<file path="config.mk">
export PLATFORM = sky130hd
export DESIGN_NAME = run_watchdog
export DESIGN_NICKNAME = d
export VERILOG_FILES = /design/src/rtl/run_watchdog_pkg.sv /design/src/rtl/lowest_set_idx.sv /design/src/rtl/run_watchdog.sv
export SDC_FILE = /design/constraint.sdc
export NUM_CORES = 1
export LEC_CHECK = 0
export CORE_MARGIN = 1.5
export CORE_UTILIZATION = 60
export DETAILED_ROUTE_END_ITERATION = 10
export DONT_BUFFER_PORTS = 1
export MAX_ROUTING_LAYER = met4
export PLACE_DENSITY = 0.76
export SLEW_MARGIN = 20
export SYNTH_ARGS = -nofsm -noshare
export SYNTH_HDL_FRONTEND = slang
export SYNTH_SLANG_ARGS = --single-unit
</file>
<file path="constraint.sdc">
create_clock -name clk -period 8.04 [get_ports clk]
set_input_delay 0.804 -clock clk [delete_from_list [all_inputs] [get_ports clk]]
set_output_delay 0.804 -clock clk [all_outputs]
set_load 0.05 [all_outputs]
</file>
<file path="src/rtl/run_watchdog_pkg.sv">
// Shared types and defaults for the simulation run watchdog.
// States, verdict cause codes and counter width helper.
package run_watchdog_pkg;

    localparam int CHANNELS_DEF     = 8;
    localparam int RESET_CYCLES_DEF = 2;
    localparam int ERROR_DRAIN_DEF  = 5;
    localparam int CNT_W_DEF        = 32;

    typedef enum logic [2:0] {
        ST_RESET = 3'd0,
        ST_RUN   = 3'd1,
        ST_DRAIN = 3'd2,
        ST_PASS  = 3'd3,
        ST_FAIL  = 3'd4
    } state_e;

    typedef enum logic [2:0] {
        CAUSE_NONE    = 3'd0,
        CAUSE_TIMEOUT = 3'd1,
        CAUSE_MON_ERR = 3'd2,
        CAUSE_MEM_ERR = 3'd3,
        CAUSE_STALL   = 3'd4
    } cause_e;

    // Bits needed to count 0..v, never less than one.
    function automatic int cnt_width(input int v);
        return (v < 1) ? 1 : $clog2(v + 1);
    endfunction

endpackage

</file>
<file path="src/rtl/lowest_set_idx.sv">
// Priority encoder: index of the lowest set bit.
// valid doubles as a cheap any-bit-set flag.
module lowest_set_idx #(
    parameter int W  = 8,
    parameter int IW = $clog2(W)
) (
    input  logic [W-1:0]  bits,
    output logic [IW-1:0] idx,
    output logic          valid
);

    // Scan from the top so the lowest set bit is the last to win.
    always_comb begin
        idx   = '0;
        valid = 1'b0;
        for (int i = W - 1; i >= 0; i--) begin
            if (bits[i]) begin
                idx   = IW'(i);
                valid = 1'b1;
            end
        end
    end

endmodule

</file>
<file path="src/rtl/run_watchdog.sv">
// Run controller: core reset sequencing, halt/commit/error
// watch, and a sticky pass/fail verdict with cause code.
module run_watchdog
    import run_watchdog_pkg::*;
#(
    parameter int CHANNELS     = CHANNELS_DEF,
    parameter int RESET_CYCLES = RESET_CYCLES_DEF,
    parameter int ERROR_DRAIN  = ERROR_DRAIN_DEF,
    parameter int CNT_W        = CNT_W_DEF
) (
    input  logic                        clk,
    input  logic                        rst,
    input  logic [CNT_W-1:0]            timeout_cycles,
    input  logic [CNT_W-1:0]            stall_limit,
    input  logic [CHANNELS-1:0]         halt,
    input  logic [CHANNELS-1:0]         commit,
    input  logic                        mon_error,
    input  logic                        mem_error,
    output logic                        core_rst,
    output logic                        running,
    output logic                        finished,
    output logic                        failed,
    output cause_e                      fail_cause,
    output logic [$clog2(CHANNELS)-1:0] halt_ch,
    output logic [63:0]                 cycle_count,
    output logic [63:0]                 commit_count
);

    localparam int IW  = $clog2(CHANNELS);
    localparam int PW  = $clog2(CHANNELS + 1);
    localparam int RCW = cnt_width(RESET_CYCLES);
    localparam int DCW = cnt_width(ERROR_DRAIN);
    localparam int DRAIN_LAST = (ERROR_DRAIN > 0) ? ERROR_DRAIN - 1 : 0;

    state_e             state, state_n;
    cause_e             cause_n;
    logic [IW-1:0]      halt_ch_n, halt_idx;
    logic               any_halt, any_commit;
    logic [PW-1:0]      pop;
    logic [RCW-1:0]     rst_cnt, rst_cnt_n;
    logic [DCW-1:0]     drain_cnt, drain_cnt_n;
    logic [CNT_W-1:0]   tmo_cnt, tmo_cnt_n;
    logic [CNT_W-1:0]   stall_cnt, stall_cnt_n;
    logic [CNT_W-1:0]   stall_lim, stall_lim_n;
    logic [63:0]        cyc_n, cmt_n;
    logic [64:0]        cmt_sum;

    lowest_set_idx #(.W(CHANNELS), .IW(IW)) u_halt_idx (
        .bits  (halt),
        .idx   (halt_idx),
        .valid (any_halt)
    );

    // Commits this cycle; nonzero means forward progress.
    always_comb begin
        pop = '0;
        for (int i = 0; i < CHANNELS; i++) begin
            pop = pop + PW'(commit[i]);
        end
        any_commit = (pop != '0);
    end

    // Next-state, counter and verdict logic.
    always_comb begin
        state_n     = state;
        cause_n     = fail_cause;
        halt_ch_n   = halt_ch;
        rst_cnt_n   = rst_cnt;
        drain_cnt_n = drain_cnt;
        tmo_cnt_n   = tmo_cnt;
        stall_cnt_n = stall_cnt;
        stall_lim_n = stall_lim;
        cyc_n       = cycle_count;
        cmt_n       = commit_count;
        cmt_sum     = {1'b0, commit_count} + 65'(pop);
        unique case (state)
            ST_RESET: begin
                if (rst_cnt == RCW'(RESET_CYCLES - 1)) begin
                    state_n     = ST_RUN;
                    tmo_cnt_n   = timeout_cycles;
                    stall_cnt_n = stall_limit;
                    stall_lim_n = stall_limit;
                end else begin
                    rst_cnt_n = rst_cnt + RCW'(1);
                end
            end
            ST_RUN: begin
                cyc_n = (cycle_count == '1) ? cycle_count
                                            : cycle_count + 64'd1;
                cmt_n = cmt_sum[64] ? '1 : cmt_sum[63:0];
                tmo_cnt_n = (tmo_cnt != '0) ? tmo_cnt - CNT_W'(1) : '0;
                if (any_commit) begin
                    stall_cnt_n = stall_lim;
                end else begin
                    stall_cnt_n = (stall_cnt != '0)
                                ? stall_cnt - CNT_W'(1) : '0;
                end
                if (mon_error || mem_error) begin
                    cause_n     = mon_error ? CAUSE_MON_ERR
                                            : CAUSE_MEM_ERR;
                    drain_cnt_n = '0;
                    state_n     = (ERROR_DRAIN == 0) ? ST_FAIL
                                                     : ST_DRAIN;
                end else if (any_halt) begin
                    halt_ch_n = halt_idx;
                    state_n   = ST_PASS;
                end else if (tmo_cnt == CNT_W'(1)) begin
                    cause_n = CAUSE_TIMEOUT;
                    state_n = ST_FAIL;
                end else if (stall_cnt == CNT_W'(1) && !any_commit) begin
                    cause_n = CAUSE_STALL;
                    state_n = ST_FAIL;
                end
            end
            ST_DRAIN: begin
                if (drain_cnt == DCW'(DRAIN_LAST)) begin
                    state_n = ST_FAIL;
                end else begin
                    drain_cnt_n = drain_cnt + DCW'(1);
                end
            end
            ST_PASS, ST_FAIL: begin
                state_n = state;
            end
            default: begin
                state_n = ST_RESET;
            end
        endcase
    end

    // State register; every output is a flop fed from next state.
    always_ff @(posedge clk) begin
        if (rst) begin
            state        <= ST_RESET;
            core_rst     <= 1'b1;
            running      <= 1'b0;
            finished     <= 1'b0;
            failed       <= 1'b0;
            fail_cause   <= CAUSE_NONE;
            halt_ch      <= '0;
            rst_cnt      <= '0;
            drain_cnt    <= '0;
            tmo_cnt      <= '0;
            stall_cnt    <= '0;
            stall_lim    <= '0;
            cycle_count  <= '0;
            commit_count <= '0;
        end else begin
            state        <= state_n;
            core_rst     <= (state_n == ST_RESET);
            running      <= (state_n == ST_RUN);
            finished     <= (state_n == ST_PASS) || (state_n == ST_FAIL);
            failed       <= (state_n == ST_FAIL);
            fail_cause   <= cause_n;
            halt_ch      <= halt_ch_n;
            rst_cnt      <= rst_cnt_n;
            drain_cnt    <= drain_cnt_n;
            tmo_cnt      <= tmo_cnt_n;
            stall_cnt    <= stall_cnt_n;
            stall_lim    <= stall_lim_n;
            cycle_count  <= cyc_n;
            commit_count <= cmt_n;
        end
    end

endmodule

</file>
==> impl_metrics.env, run 1 <==
export IMPL_ctsResizeCount=0
export IMPL_r2r_start="cycle_count[3]$_SDFFE_PP0P_"
export IMPL_power_leakage_nw=4.662
export IMPL_rsz0062_at_grt="false"
export IMPL_drive_above_1_share_pct=6.515
export IMPL_crit_path_cell_trace="fa_1 > inv_1 > fa_1 > fa_1 > inv_1 > ha_1 > fa_1 > xor2_1 > ha_1 > o21a_1 > a21oi_1 > nor4_4 > nand4_1 > or3_1 > a31oi_1"
export IMPL_initial_core_util_pct=61.22
export IMPL_critical_path_cell_count=15
export IMPL_dr_wl_met2_um=15480
export IMPL_synth_edf_count=0
export IMPL_required_ns=8.49
export IMPL_max_freq_mhz=198.9
export IMPL_ys_seq_elements=242
export IMPL_ys_flop_type="dfxtp_1"
export IMPL_async_flop_share_pct=0
export IMPL_worstSetupEndpointType="flop"
export IMPL_vdd_ir_drop_max_v=0.0001705
export IMPL_track_usage_pct=29.28
export IMPL_powerDensity_mw_per_mm2=333.5
export IMPL_final_antenna_net_count=0
export IMPL_routed_via_count=11670
export IMPL_rows=53
export IMPL_critPathSlowestCell="nor4_4"
export IMPL_crit_end="commit_count[59]$_SDFFE_PP0P_"
export IMPL_fin_crit_sh_pct=62.53
export IMPL_ys_warnings_count=0
export IMPL_ys_seq_area_share_pct=37.64
export IMPL_antenna_found_initial=0
export IMPL_die_w_um=149.5
export IMPL_fillers=1804
export IMPL_layout_nets=1618
export IMPL_wl_um=32880
export IMPL_area_growth_synth_to_final_pct=6.786
export IMPL_wl_per_cell_um=18.16
export IMPL_met3_length_um=2564
export IMPL_clk_latency_ns=0.53
export IMPL_ys_types=84
export IMPL_clockBufferDepth=3
export IMPL_slowest_delay_ns=0.77
export IMPL_worstSetupPathType="primary input to flop"
export IMPL_fin_hold_ws_ns=0.3494
export IMPL_worst_path_most_repeated_cell="fa_1"
export IMPL_worstHoldPathType="primary input to flop"
export IMPL_tightest_slew_ns=1.046
export IMPL_first_pass_iters=5
export IMPL_setup_viol=0
export IMPL_h_tree_depth=1
export IMPL_dr_max_layer_used="met4"
export IMPL_syn_inst=1573
export IMPL_cts_root_buf="clkbuf_16"
export IMPL_path_delay_family="adder cells"
export IMPL_startpoint_type="primary input"
export IMPL_die_area_mm2=0.02234
export IMPL_cts_buffers=27
export IMPL_cap_violations=0
export IMPL_synth_fp_nets=1677
export IMPL_port_buffers=0
export IMPL_core_area_mm2=0.02102
export IMPL_postCtsHoldBufs=0
export IMPL_outcome="finished clean"
export IMPL_crit_path_max_fanout=15
export IMPL_io_pins=222
export IMPL_avgSynthCellArea_um2=8.182
export IMPL_period_needed_ns=5.027
export IMPL_synth_cell_area_mm2=0.01287
export IMPL_grt_overflow_total=0
export IMPL_slew_viol_final=0
export IMPL_via_per_inst=6.448
export IMPL_hold_viol=0
export IMPL_drt_iter0_markers=753
export IMPL_ff2ff_setup_slack_ns=4.76
export IMPL_dp_hpwl_um=21350
export IMPL_critical_path_arrival_ns=5.47
export IMPL_clk_pin_slew_ns=0.06
export IMPL_n_antenna_cell=0
export IMPL_r2r_end="cycle_count[22]$_SDFFE_PP0P_"
export IMPL_grt_pass1_wl_um=53170
export IMPL_fin_util_pct=65.38
export IMPL_met1_length_um=14080
export IMPL_finClkSkew_ns=0.01621
export IMPL_startpoint="commit[0]"
export IMPL_slew_headroom_pct=30.02
export IMPL_cp_buffers_inverters=2
export IMPL_tritoncts="built"
export IMPL_grt_pass1_vias=10840
export IMPL_drc=0
export IMPL_grt_start_max_net_pins=249
export IMPL_die_h_um=149.5
export IMPL_clock_sinks=242
export IMPL_place_congestion=0.8543
export IMPL_post_cts_buffers=0
export IMPL_final_setup_tns_ns=0
export IMPL_reg2reg_depth=6
## final cells by class
class	count	area (µm²)	area share, %
repair buffers	11	82.58	0.6009
flip-flops and latches	242	4845	35.25
clock inverters	13	123.9	0.9013
inverters	34	127.6	0.9286
multi-input cells	1198	7457	54.26
well taps	275	344.1	2.504
clock buffers	37	763.2	5.554
## per-stage QoR
| step | cells | setup slack, ns | power (mW) | area [µm²] |
|---|---|---|---|---|
| after detailed placement | 1760 | 2.556 | 3.339 | 12860 |
| after CTS | 1810 | 3.088 | 4.579 | 13740 |
| final | 1810 | 3.013 | 4.584 | 13740 |
| after floorplan | 1573 | 3.291 | 3.030 | 12870 |
| after global routing | 1810 | 2.742 | 4.854 | 13740 |
| after global placement | 1760 | 2.673 | 3.293 | 12860 |
## per-layer routing
| metal | vias to the layer above | GRT usage (%) |
|---|---|---|
| li1 | 5673 | - |
| met1 | 5588 | 37.02 |
| met2 | 360 | 46.96 |
| met3 | 50 | 6.585 |
| met4 | 0 | 8.218 |
| met5 | - | - |
## kinds of logic after synthesis
group	count (synthesis)	synth area share, %
flip-flops	242	37.64
buffers and inverters	133	4.589
XOR/XNOR	105	7.146
AO/OA/AOI/OAI	422	20.60
adder cells (fa/ha/maj)	20	2.236
multiplexers	11	0.9236
AND/OR/NAND/NOR	640	26.86
## state kept, by name (all words and copies together), names as in the netlist, 2 cells and up
name,flops
commit_count,64
cycle_count,64
stall_cnt,32
stall_lim,32
tmo_cnt,32
drain_cnt,3
fail_cause,3
halt_ch,3
state,3
rst_cnt,2
## where the power goes
group	switching, mW	total (mW)	internal, mW
combinational	1.07	1.72	0.651
clock	0.502	1.23	0.728
sequential	0.255	1.64	1.38
## worst min-delay path by stage
stage	depth (start not counted)	start	endpoint	slack, ns
2_1_floorplan	2	stall_lim[18]$_SDFFE_PP0P_	stall_lim[18]$_SDFFE_PP0P_	0.43
3_5_place_dp	2	stall_lim[18]$_SDFFE_PP0P_	stall_lim[18]$_SDFFE_PP0P_	0.44
3_3_place_gp	2	stall_lim[18]$_SDFFE_PP0P_	stall_lim[18]$_SDFFE_PP0P_	0.43
5_1_grt	1	rst	tmo_cnt[5]$_SDFFE_PP0P_	0.33
4_1_cts	1	rst	tmo_cnt[8]$_SDFFE_PP0P_	0.33
6_report	1	rst	cycle_count[34]$_SDFFE_PP0P_	0.35
## cells in the final DEF, fill, tap and decap left out, drive strengths merged, types with 15 or more instances in the layout
cell type  count
dfxtp        242
a21oi        191
nand2        168
nor2         110
o21ai         64
xor2          62
nand3         62
nor3          61
nand4         51
a211oi        47
xnor2         43
or3           40
clkbuf        37
inv           35
a221oi        28
or4           25
and3          24
nor4          23
and4          18
a31oi         15
ha            15
## Yosys cell counts (all sizes together) (9+ instances only)
library cell	count	area share, %
nand2b	9	0.44
xor2	62	4.2
o21ai	64	2.6
nor2b	12	0.58
nor2	110	3.2
a211oi	47	2.7
xnor2	43	2.9
and4	18	1.2
a221oi	28	2.0
a31oi	15	0.73
and2	12	0.58
nor4	23	1.6
ha	15	1.5
a21oi	191	7.5
and3	24	1.2
nand3	62	2.4
inv	34	0.99
buf	27	1.5
nand4	51	2.8
nand2	168	5.0
o31ai	12	0.70
nor3	61	2.6
or4	25	1.6
a21o	10	0.58
clkbuf	72	2.1
or3	40	1.9
dfxtp	242	38
Power figures use the tool's default switching activity.
==> run 2: changes to the inputs <==
- ABC_AREA: default -> 1
- CORE_UTILIZATION: 60 -> 59
- PLACE_DENSITY: 0.76 -> 0.78
- clock period: 8.04 -> 4.3 ns (I/O delays scaled with it)
==> run 2 against run 1 <==
Effect of this change:
- clock skew shrank 0.0038 ns
- cell area grew 23%
- critical path depth is 5 higher
- global-route usage grew 9.2 points
- routed wire length up 57%
- count of clock-buffer cells in the layout unchanged
- sequential power grew 91%
- clock power increased by 120%
- non-clock buffer count increased by 44
- die area grew 20%
- combinational power grew 140%
==> impl_metrics.env, run 2 <==
export IMPL_rows=58
export IMPL_hold_viol=0
export IMPL_synth_top_area_share_pct=31.67
export IMPL_port_buffers=0
export IMPL_drt_iter0_markers=2062
export IMPL_synth_edf_count=0
export IMPL_clock_sinks=242
export IMPL_fin_util_pct=66.69
export IMPL_clk_latency_ns=0.55
export IMPL_via_per_inst=5.780
export IMPL_max_freq_mhz=247.2
export IMPL_layout_commonest_cell="nand2_1"
export IMPL_drive_above_1_share_pct=5.873
export IMPL_synth_fp_nets=2617
export IMPL_final_setup_tns_ns=0
export IMPL_die_area_mm2=0.02691
export IMPL_layoutNonFillerInstCount=2867
export IMPL_rsz0062_at_grt="false"
export IMPL_core_area_mm2=0.02533
export IMPL_tritoncts="built"
export IMPL_grt_pass1_wl_um=79750
export IMPL_power_leakage_nw=6.672
export IMPL_track_usage_pct=38.49
export IMPL_place_congestion=1.044
export IMPL_synth_cell_area_mm2=0.01530
export IMPL_grt_overflow_total=0
export IMPL_required_ns=4.77
export IMPL_vdd_ir_drop_max_v=0.0006043
export IMPL_top_regs="commit_count: 64 flops, cycle_count: 64 flops"
export IMPL_ys_flop_type="dfxtp_1"
export IMPL_initial_core_util_pct=60.41
export IMPL_h_tree_depth=1
export IMPL_cts_root_buf="clkbuf_16"
export IMPL_outcome="finished clean"
export IMPL_finClkSkew_ns=0.01242
export IMPL_slowest_delay_ns=0.52
export IMPL_grt_pass1_vias=15240
export IMPL_syn_inst=2513
export IMPL_cp_buffers_inverters=3
export IMPL_slew_headroom_pct=28.33
export IMPL_synthTopCellsByCount="nand2_1 (799), nor2_1 (362), a21oi_1 (249)"
export IMPL_die_w_um=164.0
export IMPL_clk_pin_slew_ns=0.06
export IMPL_period_needed_ns=4.046
export IMPL_powerDensity_mw_per_mm2=592.4
export IMPL_n_antenna_cell=0
export IMPL_critPathSlowestCell="fa_1"
export IMPL_wl_per_cell_um=17.95
export IMPL_worstSetupPathType="primary input to flop"
export IMPL_grt_start_max_net_pins=128
export IMPL_tightest_slew_ns=1.073
export IMPL_ys_seq_elements=242
export IMPL_layout_nets=2619
export IMPL_final_cell_mix="nand2_1 (799), nor2_1 (360), a21oi_1 (249)"
export IMPL_clockBufferDepth=3
export IMPL_area_growth_synth_to_final_pct=10.39
export IMPL_crit_path_cell_trace="fa_1 > inv_1 > fa_1 > fa_1 > inv_1 > ha_1 > fa_1 > xor2_1 > ha_1 > nand2_1 > nand3_1 > nand2_1 > nor2_2 > nand2_1 > nor2_2 > nand3_2 > buf_4 > nand3_1 > nand2_1 > a21oi_1"
export IMPL_io_pins=222
export IMPL_synth_top_area_cell="dfxtp_1"
export IMPL_setup_viol=0
export IMPL_path_delay_family="adder cells"
export IMPL_avgSynthCellArea_um2=6.088
export IMPL_dp_hpwl_um=37560
export IMPL_dp_cells=2813
export IMPL_fin_crit_sh_pct=94.08
export IMPL_cts_buffers=28
export IMPL_synth_most_common_cell="nand2_1"
export IMPL_first_pass_iters=6
export IMPL_synth_top_cells_by_area="dfxtp_1 (32%), nand2_1 (20%), nor2_1 (8.9%)"
export IMPL_antenna_found_initial=0
export IMPL_final_antenna_net_count=0
export IMPL_worstSetupEndpointType="flop"
export IMPL_drc=0
export IMPL_worstHoldPathType="primary input to flop"
export IMPL_ys_types=41
export IMPL_post_cts_buffers=0
export IMPL_power_total_mw=10.01
export IMPL_ys_warnings_count=0
export IMPL_wl_um=51470
export IMPL_critical_path_arrival_ns=4.52
export IMPL_async_flop_share_pct=0
export IMPL_die_h_um=164.0
export IMPL_slew_viol_final=0
export IMPL_startpoint_type="primary input"
export IMPL_cap_violations=0
export IMPL_routed_via_count=16570
export IMPL_ys_seq_area_share_pct=31.67
export IMPL_crit_path_max_fanout=11
==> run 2: cell count changes after synthesis, moves of 21 or more <==
cell	previous run	this run
a211oi_1	47	3
nor2_1	110	362
or3_1	40	0
nand2_1	166	799
o21ai_0	51	88
a21oi_1	190	249
and3_1	23	1
nand3_1	62	159
a221oi_1	27	0
or4_1	21	0
inv_1	34	217
==> run 2: power by group <==
part	internal, mW	switching (mW)	total (mW)
clock network	1.65	1.03	2.68
logic	1.33	2.86	4.19
registers	2.62	0.511	3.13
total	5.61	4.40	10.0
==> run 2: cell type report <==
cell class | instances | area (µm²)
multi-input cells | 1966 | 9300
fillers | 2347 | 8437
repair buffers | 55 | 452.9
clock buffers | 37 | 825.8
inverters | 222 | 833.3
flip-flops and latches | 242 | 4845
well taps | 330 | 412.9
clock inverters | 15 | 220.2
==> run 2: worst paths after layout <==
check | cells past startpoint | start | slack (ns) | endpoint
setup / recovery | 20 | commit[0] | 0.25 | commit_count[29]$_SDFFE_PP0P_
hold / removal | 2 | stall_limit[17] | 0.05 | stall_lim[17]$_SDFFE_PP0P_
setup reg to reg | 10 | cycle_count[1]$_SDFFE_PP0P_ | 1.21 | cycle_count[20]$_SDFFE_PP0P_
hold reg to reg | 2 | stall_lim[7]$_SDFFE_PP0P_ | 0.47 | stall_lim[7]$_SDFFE_PP0P_
==> run 2: cell families (layout without fill, tap and decap cells) <==
family / Yosys count / in the layout / share of synthesized area, %
AND/OR/NAND/NOR: 1456 / 1456 / 39.21
adder cells (fa/ha/maj): 20 / 20 / 1.881
flip-flops: 242 / 242 / 31.67
AO/OA/AOI/OAI: 378 / 378 / 13.11
XOR/XNOR: 112 / 112 / 6.412
buffers and inverters: 305 / 329 / 7.728
==> run 2: metrics by stage <==
step / instance area (µm²) / setup slack (ns) / hold WS (ns)
2_1_floorplan: 15300 / 0.03542 / 0.4334
3_3_place_gp: 15790 / -0.1377 / 0.4470
3_5_place_dp: 15790 / -0.2446 / 0.4504
4_1_cts: 16890 / 0.2307 / 0.03493
5_1_grt: 16890 / 0.004640 / 0.04892
6_report: 16890 / 0.2544 / 0.04534
==> run 2: layer usage <==
metal	vias to the layer above	GRT usage, %	wire length, µm
met5	-	-	0
met3	132	6.944	4691
met2	772	60.43	23270
met4	0	17.77	2573
met1	7591	48.03	20930
li1	8075	-	-
==> run 2: what timing repair did <==
item,in CTS,in global routing
hold buffers,2,0
gates resized for setup,0,1
hold endpoints to repair,127,0
endpoints found under the setup margin,0,1
